$ cat src/rtl/hbridge_pwm_pkg.sv
// hbridge_pwm_pkg: shared state encoding, bridge output codes and duty helpers for hbridge_pwm
package hbridge_pwm_pkg;
  typedef enum logic [2:0] {ST_IDLE, ST_RUN, ST_REV_DOWN, ST_DEAD, ST_BRAKE} ch_state_e;
  localparam logic [1:0] MA_COAST = 2'b00;
  localparam logic [1:0] MA_BRAKE = 2'b11;
  function automatic logic [31:0] clamp_duty(input logic [31:0] v, input logic [31:0] lim);
    return (v > lim) ? lim : v;
  endfunction
  // Moves cur toward tgt by at most step and never overshoots.
  function automatic logic [31:0] ramp_toward(input logic [31:0] cur, input logic [31:0] tgt, input logic [31:0] step);
    if (cur < tgt) return (tgt - cur > step) ? cur + step : tgt;
    return (cur - tgt > step) ? cur - step : tgt;
  endfunction
endpackage

$ cat src/rtl/hbridge_pwm_ch.sv
// hbridge_pwm_ch: one H-bridge channel with FSM, duty ramp, dead-time and registered drive
// in: enable/direct/brake commands, duty_tgt, shared cnt and ramp_tick
// out: ma bridge drive, duty_cur ramped duty, at_target
module hbridge_pwm_ch
  import hbridge_pwm_pkg::*;
#(
  parameter int CNT_W     = 16,
  parameter int PERIOD    = 10000,
  parameter int DUTY_STEP = 1000,
  parameter int DEAD      = 50
) (
  input  logic             sclk,
  input  logic             s_rst_n,
  input  logic             enable,
  input  logic             direct,
  input  logic             brake,
  input  logic [CNT_W-1:0] duty_tgt,
  input  logic [CNT_W-1:0] cnt,
  input  logic             ramp_tick,
  output logic [1:0]       ma,
  output logic [CNT_W-1:0] duty_cur,
  output logic             at_target
);
  localparam int DW = $clog2(DEAD + 1);
  ch_state_e state, state_d, dest, dest_d;
  logic dir_lat, dir_d, pwm, driving, at_target_d;
  logic [DW-1:0] dcnt, dcnt_d;
  logic [CNT_W-1:0] duty_app, duty_app_d, duty_cur_d, eff_tgt, ramp_tgt;
  logic [1:0] ma_d;
  assign eff_tgt = CNT_W'(clamp_duty(32'(duty_tgt), 32'(PERIOD)));
  // A pending reversal forces the ramp toward zero.
  assign ramp_tgt = (direct == dir_lat) ? eff_tgt : '0;
  assign pwm = cnt < duty_app;
  assign driving = state == ST_RUN || state == ST_REV_DOWN;
  always_comb begin
    state_d = state;
    dest_d = dest;
    dir_d = dir_lat;
    dcnt_d = '0;
    if (!enable) state_d = ST_IDLE;
    else case (state)
      ST_IDLE: if (!brake) begin
        state_d = ST_RUN;
        dir_d = direct;
      end
      ST_RUN, ST_REV_DOWN:
        if (brake) begin
          state_d = ST_DEAD;
          dest_d = ST_BRAKE;
        end else if (direct == dir_lat) state_d = ST_RUN;
        else if (state == ST_REV_DOWN && duty_cur == '0 && duty_app == '0) begin
          state_d = ST_DEAD;
          dest_d = ST_RUN;
        end else state_d = ST_REV_DOWN;
      ST_DEAD:
        if (dcnt == DW'(DEAD - 1)) begin
          dir_d = direct;
          state_d = (dest == ST_BRAKE && !brake) ? ST_IDLE : dest;
        end else dcnt_d = dcnt + 1'b1;
      ST_BRAKE: if (!brake) begin
        state_d = ST_DEAD;
        dest_d = ST_IDLE;
      end
      default: state_d = ST_IDLE;
    endcase
  end
  assign duty_cur_d = !(enable && driving && !brake) ? '0 :
                      ramp_tick ? CNT_W'(ramp_toward(32'(duty_cur), 32'(ramp_tgt), 32'(DUTY_STEP))) : duty_cur;
  // The applied duty only changes at the period wrap so no period is truncated.
  assign duty_app_d = !(state_d == ST_RUN || state_d == ST_REV_DOWN) ? '0 :
                      (cnt == CNT_W'(PERIOD - 1)) ? duty_cur : duty_app;
  assign at_target_d = state_d == ST_RUN && duty_cur_d == eff_tgt;
  assign ma_d = !enable ? MA_COAST :
                driving ? (dir_lat ? {1'b0, pwm} : {pwm, 1'b0}) :
                state == ST_BRAKE ? MA_BRAKE : MA_COAST;
  always_ff @(posedge sclk or negedge s_rst_n) begin
    if (!s_rst_n) begin
      state <= ST_IDLE;
      dest <= ST_IDLE;
      dir_lat <= 1'b1;
      dcnt <= '0;
      duty_cur <= '0;
      duty_app <= '0;
      at_target <= 1'b0;
      ma <= MA_COAST;
    end else begin
      state <= state_d;
      dest <= dest_d;
      dir_lat <= dir_d;
      dcnt <= dcnt_d;
      duty_cur <= duty_cur_d;
      duty_app <= duty_app_d;
      at_target <= at_target_d;
      ma <= ma_d;
    end
  end
endmodule

$ cat src/rtl/hbridge_pwm.sv
// hbridge_pwm: multi-channel H-bridge PWM driver with shared period/ramp counters
// in: enable/direct/brake per channel, duty_tgt packed CNT_W per channel
// out: MA 2 bits per channel, duty_cur packed CNT_W per channel, at_target per channel
module hbridge_pwm
  import hbridge_pwm_pkg::*;
#(
  parameter int N_CH      = 2,
  parameter int CNT_W     = 16,
  parameter int PERIOD    = 10000,
  parameter int RAMP_DIV  = 25000,
  parameter int DUTY_STEP = 1000,
  parameter int DEAD      = 50
) (
  input  logic                  sclk,
  input  logic                  s_rst_n,
  input  logic [N_CH-1:0]       enable,
  input  logic [N_CH-1:0]       direct,
  input  logic [N_CH-1:0]       brake,
  input  logic [N_CH*CNT_W-1:0] duty_tgt,
  output logic [2*N_CH-1:0]     MA,
  output logic [N_CH*CNT_W-1:0] duty_cur,
  output logic [N_CH-1:0]       at_target
);
  localparam int RW = (RAMP_DIV > 1) ? $clog2(RAMP_DIV) : 1;
  logic [CNT_W-1:0] cnt;
  logic [RW-1:0] rcnt;
  logic ramp_tick;
  assign ramp_tick = rcnt == RW'(RAMP_DIV - 1);
  always_ff @(posedge sclk or negedge s_rst_n) begin
    if (!s_rst_n) begin
      cnt <= '0;
      rcnt <= '0;
    end else begin
      cnt <= (cnt == CNT_W'(PERIOD - 1)) ? '0 : cnt + 1'b1;
      rcnt <= ramp_tick ? '0 : rcnt + 1'b1;
    end
  end
  for (genvar k = 0; k < N_CH; k++) begin : g_ch
    hbridge_pwm_ch #(
      .CNT_W(CNT_W), .PERIOD(PERIOD), .DUTY_STEP(DUTY_STEP), .DEAD(DEAD)
    ) u_ch (
      .sclk(sclk),
      .s_rst_n(s_rst_n),
      .enable(enable[k]),
      .direct(direct[k]),
      .brake(brake[k]),
      .duty_tgt(duty_tgt[k*CNT_W +: CNT_W]),
      .cnt(cnt),
      .ramp_tick(ramp_tick),
      .ma(MA[2*k +: 2]),
      .duty_cur(duty_cur[k*CNT_W +: CNT_W]),
      .at_target(at_target[k])
    );
  end
endmodule

$ cat config.mk
export PLATFORM = sky130hd
export DESIGN_NAME = hbridge_pwm
export DESIGN_NICKNAME = d
export VERILOG_FILES = /design/src/rtl/hbridge_pwm_pkg.sv /design/src/rtl/hbridge_pwm_ch.sv /design/src/rtl/hbridge_pwm.sv
export SDC_FILE = /design/constraint.sdc
export NUM_CORES = 1
export LEC_CHECK = 0
export BUFFER_PORTS_ARGS = -buffer_cell sky130_fd_sc_hd__buf_2
export CORE_UTILIZATION = 45
export DETAILED_ROUTE_END_ITERATION = 7
export MAX_ROUTING_LAYER = met4
export PLACE_DENSITY_LB_ADDON = 0.3
export SYNTH_ARGS = -nofsm -noshare
export SYNTH_HDL_FRONTEND = slang
export SYNTH_SLANG_ARGS = --single-unit
$ cat constraint.sdc
create_clock -name sclk -period 5.12 [get_ports sclk]
set_clock_uncertainty 0.05 [all_clocks]
set_input_delay 0.768 -clock sclk [delete_from_list [all_inputs] [get_ports sclk]]
set_output_delay 0.768 -clock sclk [all_outputs]
set_load 0.05 [all_outputs]
; Yosys cells after proc, flatten, opt, wreduce, memory -nomap -nowiden
; Cells that the tools add are included.
[totals]
in_bits = 40
wordCells = 180
output_inout_bits = 38
reg_bits = 127
[op_classes]
eq_ne = 34
order_cmp = 10
addsub = 12
muxes = 72
n_reduce_logical = 34
[ops]
columns = operator, count
row1 = two-way mux 16 bit, 21
row2 = "> comparator 32 x 10 -> 1 bit, second input constant", 4
row3 = subtractor 16 x 16 -> 17 bit, 4
row4 = two-way mux 3 bit, 22
row5 = logical NOT 16 bit, 4
row6 = < comparator 16 bit, 4
row7 = two-way mux 6 bit, 6
row8 = "adder 16 x 10 -> 16 bit, second input constant", 2
row9 = == test 16 bit, 2
row10 = "> comparator 16 x 14 -> 1 bit, second input constant", 2
row11 = "subtractor 16 x 10 -> 16 bit, second input constant", 2
row12 = one-hot mux 3 bit (4 select lines), 2
row13 = "== test 3 x 2 -> 1 bit, second input constant", 6
row14 = "adder 16 x 1 -> 16 bit, second input constant", 1
row15 = "== test 16 x 14 -> 1 bit, second input constant", 1
row16 = two-way mux 2 bit, 8
row17 = "adder 15 x 1 -> 15 bit, second input constant", 1
row18 = "== test 15 bit, second input constant", 1
row19 = two-way mux 15 bit, 1
row20 = "adder 6 x 1 -> 6 bit, second input constant", 2
row21 = "== test 3 x 1 -> 1 bit, second input constant", 4
row22 = "== test 3 bit, second input constant", 4
row23 = "== test 6 bit, second input constant", 2
row24 = logical AND 1 bit, 12
row25 = other kinds (15), 44

; Depth between registers and ports, before layout
[depth]
ltp_word = 12
depth_mapped = 26
ltp_nobuf = 22

; Hierarchy
; From an unflattened synthesis, not the netlist that was laid out.
[hier_totals]
hier_cells = 1910
area_unflattened_um2 = 14257.4
[by_module_without_submodules]
columns = module, seq_area_each_um2, instances, area_per_inst_um2, cells_each
row1 = hbridge_pwm_ch at g_ch[0].u_ch, 1177.4, 1, 6466.2, 898
row2 = hbridge_pwm_ch at g_ch[1].u_ch, 1177.4, 1, 6339.8, 882
row3 = hbridge_pwm, 775.7, 1, 1451.4, 130

; Least setup slack after synthesis
; No wires, ideal clock.
[synth_path]
path_kind = in2reg
from = input duty_tgt[7]
to = register g_ch[0].u_ch.at_target
cell_stages = 23
n_path_buf = 3
slack_ns = -1.376
arrival_ns = 6.350
required_ns = 4.974
setup_time_ns = 0.096
cell_sequence = or4_4 > a311oi_4 > a31oi_2 > nor2_4 > clkbuf_1 > nand2_1 > ha_1 > clkbuf_1 > and4_1 > clkbuf_1 > a221oi_1 > mux2_2 > a21oi_1 > o311ai_0 > nor4_1 > nand3_1 > nand4_4 > o31ai_4 > or3_1 > a31oi_1 > o22ai_1 > or4_1 > nor4_2
[synth_via]
elab_chain_len = 12
word_cells_on_any_way = 17
cone_classes = 2 x add/sub / 4 x order compare / 1 x eq/ne / 9 x mux / 1 x reduce/logical
[synth_lines]
columns = item, line
row1 = from (decl), hbridge_pwm.sv:19  ; input logic [N_CH*CNT_W-1:0] duty_tgt,
row2 = > comparator 16 x 14 -> 1 bit, hbridge_pwm_pkg.sv:7  ; return (v > lim) ? lim : v;
row3 = two-way mux 16 bit (*), hbridge_pwm_pkg.sv:7
row4 = two-way mux 16 bit (*), hbridge_pwm_ch.sv:32  ; assign ramp_tgt = (direct == dir_lat) ? eff_tgt : '0;
row5 = subtractor 16 x 16 -> 17 bit, hbridge_pwm_pkg.sv:11  ; if (cur < tgt) return (tgt - cur > step) ? cur + step : tgt;
row6 = > comparator 32 x 10 -> 1 bit, hbridge_pwm_pkg.sv:11
row7 = two-way mux 16 bit (2 in series), hbridge_pwm_pkg.sv:11
row8 = two-way mux 16 bit (*), hbridge_pwm_pkg.sv:12  ; return (cur - tgt > step) ? cur - step : tgt;
row9 = two-way mux 16 bit (*), hbridge_pwm_ch.sv:68  ; ramp_tick ? CNT_W'(ramp_toward(32'(duty_cur), 32'(ramp_tgt), 32'(DUTY_STEP))) : duty_cur;
row10 = two-way mux 16 bit (*), hbridge_pwm_ch.sv:67  ; assign duty_cur_d = !(enable && driving && !brake) ? '0 :
row11 = via g_ch[0].u_ch.duty_cur_d[3], hbridge_pwm_ch.sv:28  ; logic [CNT_W-1:0] duty_app, duty_app_d, duty_cur_d, eff_tgt, ramp_tgt;
row12 = == test 16 bit (*), hbridge_pwm_ch.sv:72  ; assign at_target_d = state_d == ST_RUN && duty_cur_d == eff_tgt;
row13 = logical AND 1 bit (*), hbridge_pwm_ch.sv:72
row14 = via g_ch[0].u_ch.at_target_d, hbridge_pwm_ch.sv:26  ; logic dir_lat, dir_d, pwm, driving, at_target_d;
row15 = to (signal assigned), hbridge_pwm_ch.sv:93  ; at_target <= at_target_d;
row16 = to (decl), hbridge_pwm_ch.sv:22  ; output logic at_target
; The timed path passes the listed nets; every way through them passes the cells marked *. The select of a mux whose other input is x is not followed.
; A chain may end at the register's enable or synchronous reset.

; Final worst setup path
[layout_path]
from = input duty_tgt[27]
to = register g_ch[1].u_ch.at_target
[layout_via]
elab_chain_len = 12
word_cells_on_any_way = 17
cone_classes = 2 x add/sub / 4 x order compare / 1 x eq/ne / 9 x mux / 1 x reduce/logical
[layout_lines]
columns = item, line
row1 = > comparator 16 x 14 -> 1 bit, hbridge_pwm_pkg.sv:7
row2 = two-way mux 16 bit (*), hbridge_pwm_pkg.sv:7
row3 = two-way mux 16 bit (*), hbridge_pwm_ch.sv:32
row4 = subtractor 16 x 16 -> 17 bit, hbridge_pwm_pkg.sv:11
row5 = > comparator 32 x 10 -> 1 bit, hbridge_pwm_pkg.sv:11
row6 = two-way mux 16 bit (2 in series), hbridge_pwm_pkg.sv:11
row7 = two-way mux 16 bit (*), hbridge_pwm_pkg.sv:12
row8 = two-way mux 16 bit (*), hbridge_pwm_ch.sv:68
row9 = two-way mux 16 bit (*), hbridge_pwm_ch.sv:67
row10 = via g_ch[1].u_ch.duty_cur_d[14], hbridge_pwm_ch.sv:28
row11 = == test 16 bit (*), hbridge_pwm_ch.sv:72
row12 = logical AND 1 bit (*), hbridge_pwm_ch.sv:72
row13 = via g_ch[1].u_ch.at_target_d, hbridge_pwm_ch.sv:26
row14 = to (signal assigned), hbridge_pwm_ch.sv:93
row15 = to (decl), hbridge_pwm_ch.sv:22
; Marks and branches as above.

==> impl_metrics.env <==
export IMPL_power_w=0.005734
export IMPL_grt_overflow_total=0
export IMPL_netlist_area_um2=13270
export IMPL_finalWirelength_mm=51.85
export IMPL_die_h_um=173.7
export IMPL_clk_pin_slew_worst_paths_ns=0.07
export IMPL_r2r_start="g_ch[1].u_ch.dir_lat$_DFFE_PN1P_"
export IMPL_cp_start_kind="primary input"
export IMPL_final_layout_size_suffix_gt1_share_pct=33.26
export IMPL_antenna_found_initial=0
export IMPL_vias_per_cell=6.103
export IMPL_area_delta_synth_final_pct=40.72
export IMPL_async_flop_share_pct=100.0
export IMPL_synth_top_flop_cell="dfrtp_1"
export IMPL_fin_util_pct=64.71
export IMPL_ys_seq_area_share_pct=23.59
export IMPL_maxCapViolations=0
export IMPL_synth_edf_count=0
export IMPL_synth_common_cells="202 x nor2_1, 142 x nand2_1, 123 x dfrtp_1"
export IMPL_hold_path_class="primary input to asynchronous set/reset pin"
export IMPL_violations="setup timing"
export IMPL_tightestPinTransition_ns=0.8180
export IMPL_place_port_buffers=77
export IMPL_routabilityCongestion=1.027
export IMPL_setup_viol=3
export IMPL_grt_first_pass_wirelength_mm=81.52
export IMPL_p_per_area_nw_per_um2=307.0
export IMPL_setup_tns_final_ns=-1.154
export IMPL_slew_viol_final=0
export IMPL_cts_root_buf="clkbuf_16"
export IMPL_multi_input_area_um2=10200
export IMPL_die_area_um2=30180
export IMPL_rsz0062_at_grt="yes"
export IMPL_setup_ws_ns=-0.5417
export IMPL_met2RoutedLength_mm=24.19
export IMPL_cts_max_path_buffers=2
export IMPL_seqCellArea_um2=3131
export IMPL_min_period_ns=5.662
export IMPL_routedWlPerCell_um=20.08
export IMPL_dpl_hpwl_mm=40.23
export IMPL_netlist_area_leader_share_pct=23.19
export IMPL_yosysWarnings=0
export IMPL_cp_end_kind="register"
export IMPL_die_x_um=173.7
export IMPL_met3_length_mm=3.722
export IMPL_r2r_cells=24
export IMPL_drt_first_pass_iters=6
export IMPL_relSlewSlack_pct=44.89
export IMPL_worstPathRequired_ns=5.42
export IMPL_top_layer_used="met4"
export IMPL_rows=62
export IMPL_worstSkewPairLatency_ns=0.44
export IMPL_io_pins=78
export IMPL_reg2reg_to="g_ch[1].u_ch.at_target$_DFF_PN0_"
export IMPL_synthCells=1726
export IMPL_ant_nets=0
export IMPL_cts_htree_levels=4
export IMPL_wl_met1_mm=21.26
export IMPL_grt_pass1_vias=15213
export IMPL_setup_worst_path_class="primary input to register"
export IMPL_synth_area_top_cells="dfrtp_1 23%, ha_1 8.5%, nor2_1 5.7%, a21oi_1 4.1%, nand2_1 4.0%"
export IMPL_core_um2=28860
export IMPL_antenna_cells=0
export IMPL_syn_area_per_cell_um2=7.688
export IMPL_cts_hold_fix_buffers=0
export IMPL_nFillCells=2551
export IMPL_synth_cell_types=104
export IMPL_arrival_ns=5.96
export IMPL_leakagePower_nw=8.776
export IMPL_ir_drop_mv=0.2711
export IMPL_cp_max_fo=6
export IMPL_synth_area_leader_cell="dfrtp_1"
export IMPL_drt_initial_drc_count=1491
export IMPL_fin_cells=2582
export IMPL_vias=15759
export IMPL_cts_sinks=125
export IMPL_grt_max_degree=87
export IMPL_finalCritPeriodShare_pct=110.6
export IMPL_synth_seq_cells=125
export IMPL_fmax_ghz=0.1766
export IMPL_nets=2316
export IMPL_initial_utilization_pct=45.99
export IMPL_drc_errors=0
export IMPL_rrSetupSlack_ns=-0.21
export IMPL_track_usage_pct=34.95
export IMPL_dpl_cell_count=2505
export IMPL_synth_most_common_cell="nor2_1"
export IMPL_cts_tree="done"
export IMPL_hold_viol=0
export IMPL_numCtsBuffers=17
export IMPL_status="finished with violations"
-- per-layer routing --
layer  track usage, %  vias to the layer above
li1                 -                     7239
met1            42.74                     7493
met2            56.47                      838
met3            5.154                      189
met4            16.67                        0
met5                -                        -
-- layout make-up --
class	instances	share of cell area, %
clock buffers	17	2.278
clock inverters	14	0.8576
inverters	91	1.829
multi-input cells	1423	54.61
flip-flops and latches	125	16.76
well taps	384	2.573
repair buffers	528	21.09
-- through the flow --
| step | area, um2 | setup WS [ns] | hold WS, ns |
|---|---|---|---|
| 2_1_floorplan | 13580 | -0.8692 | 0.3952 |
| 3_3_place_gp | 17110 | -1.057 | 0.4208 |
| 3_5_place_dp | 17110 | -1.080 | 0.4259 |
| 4_1_cts | 18340 | -0.4244 | 0.3668 |
| 5_1_grt | 18670 | -0.7510 | 0.4030 |
| 6_report | 18670 | -0.5417 | 0.3420 |
-- power by group --
group / internal, W / switching (W)
Sequential: 0.00103 / 0.0000463
Clock: 0.000723 / 0.000510
Combinational: 0.00157 / 0.00185
Total: 0.00333 / 0.00241
-- sequential cells by signal (all words and copies together) (netlist names) --
name,count
g_ch.u_ch.dcnt,12
rcnt,15
cnt,16
g_ch.u_ch.duty_app,32
g_ch.u_ch.ma,4
g_ch.u_ch.duty_cur,32
g_ch.u_ch.dir_lat,2
g_ch.u_ch.dest,4
g_ch.u_ch.state,6
g_ch.u_ch.at_target,2
-- layout by cell type, fill, tap and decap left out, drive strengths merged, types with 18 or more instances in the layout --
cell type / count
inv: 96
o21ai: 101
nand3: 52
mux2i: 46
nor2b: 25
dfrtp: 123
nand4: 35
nor2: 204
ha: 90
nor3: 46
a31oi: 31
buf: 527
a21oi: 111
xnor2: 59
nand2: 145
a21o: 49
clkbuf: 18
nand2b: 19
xor2: 43
nor4: 26
and3: 20
and2: 20
-- cells by family after synthesis --
kind of cell | count (synthesis) | synth area share, %
xor+xnor | 102 | 6.789
simple gates | 673 | 25.59
fa+ha+maj | 90 | 8.486
flops | 125 | 23.59
buf+inv | 184 | 5.421
mux | 56 | 4.318
compound gates | 494 | 25.75
other cells | 2 | 0.05659
-- worst max-delay path by stage --
stage	from	end	slack, ns	cells past startpoint
floorplan	duty_tgt[4]	g_ch[0].u_ch.at_target$_DFF_PN0_	-0.87	24
global placement	duty_tgt[6]	g_ch[0].u_ch.at_target$_DFF_PN0_	-1.06	23
detailed placement	duty_tgt[6]	g_ch[0].u_ch.at_target$_DFF_PN0_	-1.08	23
CTS	duty_tgt[6]	g_ch[0].u_ch.at_target$_DFF_PN0_	-0.42	26
global route	duty_tgt[27]	g_ch[1].u_ch.at_target$_DFF_PN0_	-0.75	24
finish	duty_tgt[27]	g_ch[1].u_ch.at_target$_DFF_PN0_	-0.54	24
-- critical path: stages --
cell	delay [ns]
buf_6	0.09
or4_4	0.57
nor4_4	0.38
a2bb2oi_4	0.11
nor2_4	0.23
nand2_4	0.10
ha_4	0.23
a21o_1	0.20
a21oi_2	0.18
nand2_1	0.10
o211a_1	0.22
or3_1	0.33
a221oi_2	0.28
o211ai_1	0.13
a41o_1	0.30
buf_6	0.16
buf_6	0.12
o211a_1	0.13
o21ai_2	0.13
a31oi_2	0.13
a2111oi_2	0.34
o311ai_1	0.18
nor4_1	0.31
nor4b_2	0.23
-- timing repair --
action                     4_1_cts  5_1_grt
pin swaps                       53       28
setup endpoints to repair        9       17
cloned                           0        1
gates resized for setup         88       46
setup buffers                   32       13
(Power assumes the default switching activity.)
